===== config.mk =====
export PLATFORM = sky130hd
export DESIGN_NAME = usr_shift_ctrl
export DESIGN_NICKNAME = d
export VERILOG_FILES = /design/src/rtl/usr_shift_ctrl.sv
export SDC_FILE = /design/constraint.sdc
export NUM_CORES = 1
export LEC_CHECK = 0
export ABC_AREA = 1
export CORE_MARGIN = 2
export CORE_UTILIZATION = 43
export CTS_CLUSTER_DIAMETER = 50
export DETAILED_ROUTE_END_ITERATION = 8
export PLACE_DENSITY_LB_ADDON = 0.12
export SETUP_SLACK_MARGIN = 0.02
export SKIP_LAST_GASP = 1
export SYNTH_ARGS = -nofsm -noshare
export SYNTH_HDL_FRONTEND = slang
export SYNTH_SLANG_ARGS = --single-unit

===== constraint.sdc =====
create_clock -name clk -period 2.9 [get_ports clk]
set_clock_uncertainty 0.15 [all_clocks]
set_input_delay 0.435 -clock clk [delete_from_list [all_inputs] [get_ports clk]]
set_output_delay 0.435 -clock clk [all_outputs]
set_load 0.02 [all_outputs]

===== src/rtl/usr_shift_ctrl.sv =====
// usr_shift_ctrl
//   Sequencer in front of a WIDTH-bit universal shift register
//   (op 00 hold, 01 shift right, 10 shift left, 11 load).
//   It accepts one parallel word over valid/ready, issues one load, and then
//   issues WIDTH shifts in the chosen direction, one every BIT_PERIOD clocks.
//   The result is a paced parallel-to-serial transmitter. A one-cycle done
//   pulse follows the final shift.
//
// Ports
//   clk, reset_n       clock (rising edge), asynchronous active-low reset
//   in_valid/in_ready  word handshake; in_ready is high only in IDLE
//   in_data            word to serialise
//   in_dir             0 = shift right, 1 = shift left; sampled at accept
//   fill_bit           serial fill bit; sampled at accept
//   abort              synchronous abort of the word in flight
//   op, p_in, s_in     drive the shift register
//   busy               high from the cycle after accept through DONE
//   done               one-cycle pulse after the last shift
//   bit_cnt            shifts issued for the current word
//
// All outputs are registered. Next-state outputs are derived from the next state.
module usr_shift_ctrl #(
  parameter int WIDTH      = 4,
  parameter int BIT_PERIOD = 3
) (
  input  logic                         clk,
  input  logic                         reset_n,
  input  logic                         in_valid,
  output logic                         in_ready,
  input  logic [WIDTH-1:0]             in_data,
  input  logic                         in_dir,
  input  logic                         fill_bit,
  input  logic                         abort,
  output logic [1:0]                   op,
  output logic [WIDTH-1:0]             p_in,
  output logic                         s_in,
  output logic                         busy,
  output logic                         done,
  output logic [$clog2(WIDTH+1)-1:0]   bit_cnt
);

  localparam int BW = $clog2(WIDTH+1);
  localparam int PW = $clog2(BIT_PERIOD+1);
  // The WAIT state is unreachable when BIT_PERIOD == 1. Clamp the terminal
  // count so that it stays a legal value.
  localparam int PER_MAX = (BIT_PERIOD > 1) ? BIT_PERIOD - 2 : 0;
  localparam logic [PW-1:0] PER_LAST = PW'(PER_MAX);
  localparam logic [BW-1:0] BIT_LAST = BW'(WIDTH - 1);

  localparam logic [1:0] OP_HOLD = 2'b00;
  localparam logic [1:0] OP_SHR  = 2'b01;
  localparam logic [1:0] OP_SHL  = 2'b10;
  localparam logic [1:0] OP_LOAD = 2'b11;

  typedef enum logic [2:0] {
    ST_IDLE,
    ST_LOAD,
    ST_WAIT,
    ST_SHIFT,
    ST_DONE
  } state_e;

  state_e          state_q, state_d;
  logic            dir_q, dir_d;
  logic [WIDTH-1:0] p_in_q, p_in_d;
  logic            s_in_q, s_in_d;
  logic [BW-1:0]   bit_q, bit_d;
  logic [PW-1:0]   per_q, per_d;
  logic [1:0]      op_q, op_d;
  logic            busy_q, busy_d;
  logic            done_q, done_d;
  logic            rdy_q, rdy_d;

  always_comb begin
    state_d = state_q;
    dir_d   = dir_q;
    p_in_d  = p_in_q;
    s_in_d  = s_in_q;
    bit_d   = bit_q;
    per_d   = per_q;

    case (state_q)
      ST_IDLE: begin
        if (in_valid && rdy_q && !abort) begin
          state_d = ST_LOAD;
          p_in_d  = in_data;
          s_in_d  = fill_bit;
          dir_d   = in_dir;
          bit_d   = '0;
        end
      end
      ST_LOAD: begin
        per_d   = '0;
        state_d = (BIT_PERIOD > 1) ? ST_WAIT : ST_SHIFT;
      end
      ST_WAIT: begin
        if (per_q == PER_LAST) state_d = ST_SHIFT;
        else                   per_d   = per_q + PW'(1);
      end
      ST_SHIFT: begin
        // The register performs this shift on the closing edge, so it is
        // counted even if an abort arrives in the same cycle.
        bit_d = bit_q + BW'(1);
        per_d = '0;
        if (bit_q == BIT_LAST) state_d = ST_DONE;
        else                   state_d = (BIT_PERIOD > 1) ? ST_WAIT : ST_SHIFT;
      end
      ST_DONE:  state_d = ST_IDLE;
      default:  state_d = ST_IDLE;
    endcase

    if (abort && state_q != ST_IDLE) state_d = ST_IDLE;

    case (state_d)
      ST_LOAD:  op_d = OP_LOAD;
      ST_SHIFT: op_d = dir_d ? OP_SHL : OP_SHR;
      default:  op_d = OP_HOLD;
    endcase
    busy_d = (state_d != ST_IDLE);
    done_d = (state_d == ST_DONE);
    rdy_d  = (state_d == ST_IDLE);
  end

  always_ff @(posedge clk or negedge reset_n) begin
    if (!reset_n) begin
      state_q <= ST_IDLE;
      dir_q   <= 1'b0;
      p_in_q  <= '0;
      s_in_q  <= 1'b0;
      bit_q   <= '0;
      per_q   <= '0;
      op_q    <= OP_HOLD;
      busy_q  <= 1'b0;
      done_q  <= 1'b0;
      rdy_q   <= 1'b0;
    end else begin
      state_q <= state_d;
      dir_q   <= dir_d;
      p_in_q  <= p_in_d;
      s_in_q  <= s_in_d;
      bit_q   <= bit_d;
      per_q   <= per_d;
      op_q    <= op_d;
      busy_q  <= busy_d;
      done_q  <= done_d;
      rdy_q   <= rdy_d;
    end
  end

  assign in_ready = rdy_q;
  assign op       = op_q;
  assign p_in     = p_in_q;
  assign s_in     = s_in_q;
  assign busy     = busy_q;
  assign done     = done_q;
  assign bit_cnt  = bit_q;

endmodule


* Word level (Yosys, flattened, before mapping) *
Index checks and enable logic that the tools add are counted.

storage, ports and cells
  flip-flop bits (word level) = 19
  input port bits = 10
  output and inout bits = 13

cells by class
  $add $sub $neg = 2
  eq/ne operators = 10
  muxes and demuxes = 13
  reductions and logical operators = 14

operator list
  operator               count
  $mux W3                5
  $eq A3 B2 Y1 const B   4
  $pmux W3 S4            1
  $pmux W2 S2            2
  $eq A3 B1 Y1 const B   2
  $logic_not A3 Y1       2
  $pmux W3 S2            1
  $reduce_and A2 Y1      3
  $reduce_bool A3 Y1     2
  $mux W2                2
  $ne A2 B2 Y1 const B   2
  $reduce_bool A2 Y1     2
  $add A3 B1 Y3 const B  1
  $eq A3 B3 Y1 const B   1
  $logic_and A1 B1 Y1    3
  $add A2 B1 Y2 const B  1
  $eq A2 B1 Y1 const B   1
  $mux W1                2
  $reduce_or A2 Y1       1
  $logic_not A1 Y1       1

* Longest topological paths before layout *
  depth in word-level cells = 7
  depth in mapped cells = 8
  gate-level depth less buffers = 7

* Worst setup path after synthesis *
No wires, ideal clock.

  path kind = reg2reg
  start point = reg bit_q[0], in the netlist bit_cnt[0]
  end point = reg op_q[0], in the netlist op[0]
  library setup time = 75 ps
  data arrival time = 1286 ps
  setup slack = 1388 ps
  cell stages (with the launch flop) = 8
  buffers on the path = 0
  clock period less this slack = 1512 ps
  path through = dfrtp_1 -> ha_1 -> ha_1 -> inv_1 -> nor2_1 -> nor2_4 -> nand3_2 -> o21bai_2

on the way
  word-level cells in the longest chain between the ends = 6
  elaborated cells on any way between the ends = 7
  classes of those cells = eq/ne: 3; mux: 4

ends and longest elaborated chain
  element                                       line  source
  start: declaration                            67    logic [BW-1:0] bit_q, bit_d;
  start signal: assignment                      141   bit_q <= bit_d;
  $eq A3 B2 Y1 (*)                              105   if (bit_q == BIT_LAST) state_d = ST_DONE;
  $mux W3 (*)                                   105
  $pmux W3 S4 (*)                               82    case (state_q)
  $mux W3 (*)                                   112   if (abort && state_q != ST_IDLE) state_d = ST_IDLE;
  net state_d[1]                                63    state_e state_q, state_d;
  $eq A3 B2 Y1 or $eq A3 B1 Y1 (tied branches)  114   case (state_d)
  $pmux W2 S2 (*)                               114
  net op_d[0]                                   69    logic [1:0] op_q, op_d;
  end signal: assignment                        143   op_q <= op_d;
  end: declaration                              69

Mark *: on every way through the listed nets, which the timed path passes. The rest lies on a longest branch.
A chain may end at the register's enable or synchronous reset.

* Worst setup path after layout *
  start point = reg bit_q[0], in the netlist bit_cnt[0]
  end point = out bit_cnt[0]

RTL lines
  element           line  source
  end: declaration  39    output logic [$clog2(WIDTH+1)-1:0] bit_cnt

No word-level cell between the ends.

==> summary.md <==
The flow ran to the end, and the final reports show no timing, DRC or antenna violations. The fraction of the core area covered by cells at the end of the flow is 0.590. Counting I/O delays and the setup requirement, the final critical path takes 1900 ps.

In the final design database the tool counted 133 nets. The worst setup path is captured at a primary output. The arithmetic-cell share of the synthesized area counting full adders, half adders and majority gates was 0.0423; the maximum single-stage delay on the critical path was 620 ps.

Counting cells, the worst reg-to-reg path comes to 7. The logs give 887 um2 for the area of the mapped netlist and 19 for the sink count of the clock tree. The portion of netlist area occupied by mux cells was 0; the synthesized flop and latch total was 19. Total inserted antenna cells: 0. The cell family contributing the most delay on the critical path is buffers and inverters.

The capture endpoint of the worst hold path is s_in. Fraction of layout cells with a size suffix above 1: 0.185. The library cells used most frequently in the layout, excluding fill and tap cells, are nand2_1 (25), clkdlybuf4s50_1 (22), dfrtp_1 (19). The tools report the total of fill cells in the finished design as 188. The biggest area contributor in the post-synthesis netlist is dfrtp_1. For the die footprint, the log shows 2440 um2. The relative slew slack is 0.437, and the post-detailed-route via-to-cell ratio is 4.49. The startpoint identified for the worst register-to-register timing path is bit_cnt[0]. STA puts the critical path data required time at 2320 ps. Setup violations remaining at the end of the flow were counted as 0.

The CTS buffer count was 3; the layout-stage area growth over the synthesis result was 30.5%. The logs give 0.149 for the global-route total usage across every layer and 661 for the via count of the first global-routing pass. The highest attainable clock frequency is 0.527 GHz, and the number of buffers inserted for hold repair after clock tree synthesis is 0. The number of different library cells used by synthesis comes to 20.

For the wire length of the first global-routing pass, the log shows 2820 um. The power per cell area is 891 nW/um2, and the post-CTS setup-driven buffer insertion count is 0. TritonCTS built the clock tree. The static leakage power was 0.573 nW.

The initial antenna violation count is 0. Across the VDD grid, the largest voltage drop is 0.486 mV. Wires add up to 1630 um.

Across all layers, the routed design uses 656 vias. Entering global routing, the biggest net connects 20 pins. The initialized floorplan defines 16 standard-cell rows. After synthesis, the cell types taking the most area are dfrtp_1 (54%), nand2_1 (11%), ha_1 (4.2%). The complex-gate fraction of the synthesized area is 0.0691. The remaining number of nets flagged by the antenna check after routing was 0. The count of yosys warnings during synthesis was 0; the horizontal extent of the die was 49.4 um. The number of failing hold endpoints at the final stage came out at 0.

Synthesis produced a netlist with a net count of 107. The first routing iteration left 4 violations. The tools report the total overflow reported by the global router as 0. In this run the worst path has a maximum fanout of 4. The tools report the final number of max-transition violations as 0.

Walking the worst path, the cells encountered are clkdlybuf4s50_1. The sequential share of the synthesized area is 0.536, and the initial cell density of the core is 0.452. After synthesis, the mean cell area works out to 9.44 um2. In this run the tool buffered the top-level ports with 22 buffer cells. At the end of routability-driven placement, the weighted congestion stood at 0.822. The slew at the pin with the worst max-slew slack came out at 841 ps. Max-cap violations in this run came to 0. Once the clock tree was built, the resizer swapped 0 gates to a different size. The clock tree root driver cell is clkbuf_4. The tools report the number of placed I/O pins as 23. In this run the critical register-to-register path is captured at op[1]. The final setup TNS was 0 ps. Type of the setup path with the least slack: register to primary output. The origin of the worst min-delay path is s_in.

Kind of path behind the tightest hold check: register to register. The synthesized-area fraction occupied by and/or/nand/nor cells is 0.282, and the hold path depth is 2. The arrival time reported for the critical path endpoint was 1310 ps. Cell with the largest stage delay on the worst path: clkdlybuf4s50_1. After detailed routing, the average wire length per cell comes to 11.2 um. The final period utilization came out at 0.654. Most common library cell in the layout ignoring fill and taps: nand2_1.

The estimated wirelength of the detail-placed design was 1300 um. The area share of the largest cell type after synthesis came out at 0.536. After clock tree synthesis, the clock-pin slew on the worst setup and hold paths is 110 ps. The region available for standard cell placement spans 1960 um2. The total buffers and inverters traversed by the critical path was 1. Xor and xnor fraction of the mapped netlist area: 0.

Remaining routing DRC violations: 0. Counting along the longest clock path gives a buffer depth of 2. The logs give 4 for the iteration count of the initial detailed-routing pass and 290 ps for the clock latency at the later pin of the worst-skew pair.

In this run the vertical extent of the chip is 49.4 um. The logs give 94 for the post-synthesis instance total and 1 for the number of H-tree levels. Setup repair after global routing left no endpoint under its margin. The main combinational cell family by area after synthesis is simple AND/OR/NAND/NOR gates. The kind of launch point of the worst setup path is a register. The reg2reg setup slack came out at 1360 ps.
[area by class of cell]
| cell class | count | area [um2] | share of cell area |
|---|---|---|---|
| clock buffers | 3 | 22.5 | 0.0195 |
| repair buffers | 22 | 220 | 0.190 |
| flip-flops and latches | 19 | 475 | 0.411 |
| inverters | 13 | 51.3 | 0.0443 |
| multi-input cells | 61 | 349 | 0.302 |
| clock inverters | 1 | 5.00 | 0.00432 |
| well taps | 27 | 33.8 | 0.0292 |
[metal layers]
layer,share of wire,global-route usage,up-vias
li1,-,-,343
met1,0.45,0.188,296
met2,0.50,0.248,15
met3,0.043,0.0399,2
met4,0.0043,0.0509,0
met5,0,0,-
[per-stage QoR]
stage	setup WS [ps]	cell area (um2)	instances	hold WS (ps)	power, mW
3_3_place_gp	1050	1130	142	307	0.897
4_1_cts	985	1160	146	343	1.05
5_1_grt	941	1160	146	351	1.11
2_1_floorplan	1390	887	94	-10.6	0.717
3_5_place_dp	1010	1130	142	316	0.913
6_report	1000	1160	146	339	1.03
[worst reg2reg max path: stages, from the launching register on]
cell      delay [ps]
dfrtp_1          420
ha_1             220
ha_1             180
inv_1             80
nor2_1            80
nor2_4           110
nand3_2          110
o21bai_2         120
[state kept, by name, summed over array words and instances, names as in the netlist]
name,count
bit_cnt,3
busy,1
dir_q,1
done,1
in_ready,1
op,2
p_in,4
per_q,2
s_in,1
state_q,3
[where the power goes]
group          switching (mW)  leakage [nW]  internal [mW]
Combinational           0.273         0.310          0.216
Sequential             0.0559         0.245          0.355
Clock                  0.0807        0.0177         0.0512
[kinds of logic after synthesis]
logic type                 after synthesis
AOI/OAI and AO/OA                        8
adders and majority gates                3
buffers and inverters                   14
DFF                                     19
and+or+nand+nor                         50
[cells in the mapped netlist (all sizes together)]
master / number
ha: 3
dfrtp: 19
buf: 1
nand2: 31
nor3: 2
nand3: 6
a21boi: 1
nand4: 1
nor2: 10
o21bai: 2
inv: 13
a21oi: 2
o21ai: 1
o22ai: 2
[worst max-delay path by stage]
stage,from,end,slack (ps),depth (start not counted)
after floorplan,bit_cnt[0],op[0],1390,7
after global placement,abort,op[0],1050,7
after detailed placement,abort,op[0],1010,7
after CTS,bit_cnt[0],bit_cnt[0],990,1
after global routing,bit_cnt[0],bit_cnt[0],940,1
final,bit_cnt[0],bit_cnt[0],1000,1
No activity file was read; power rests on OpenSTA's default activity.
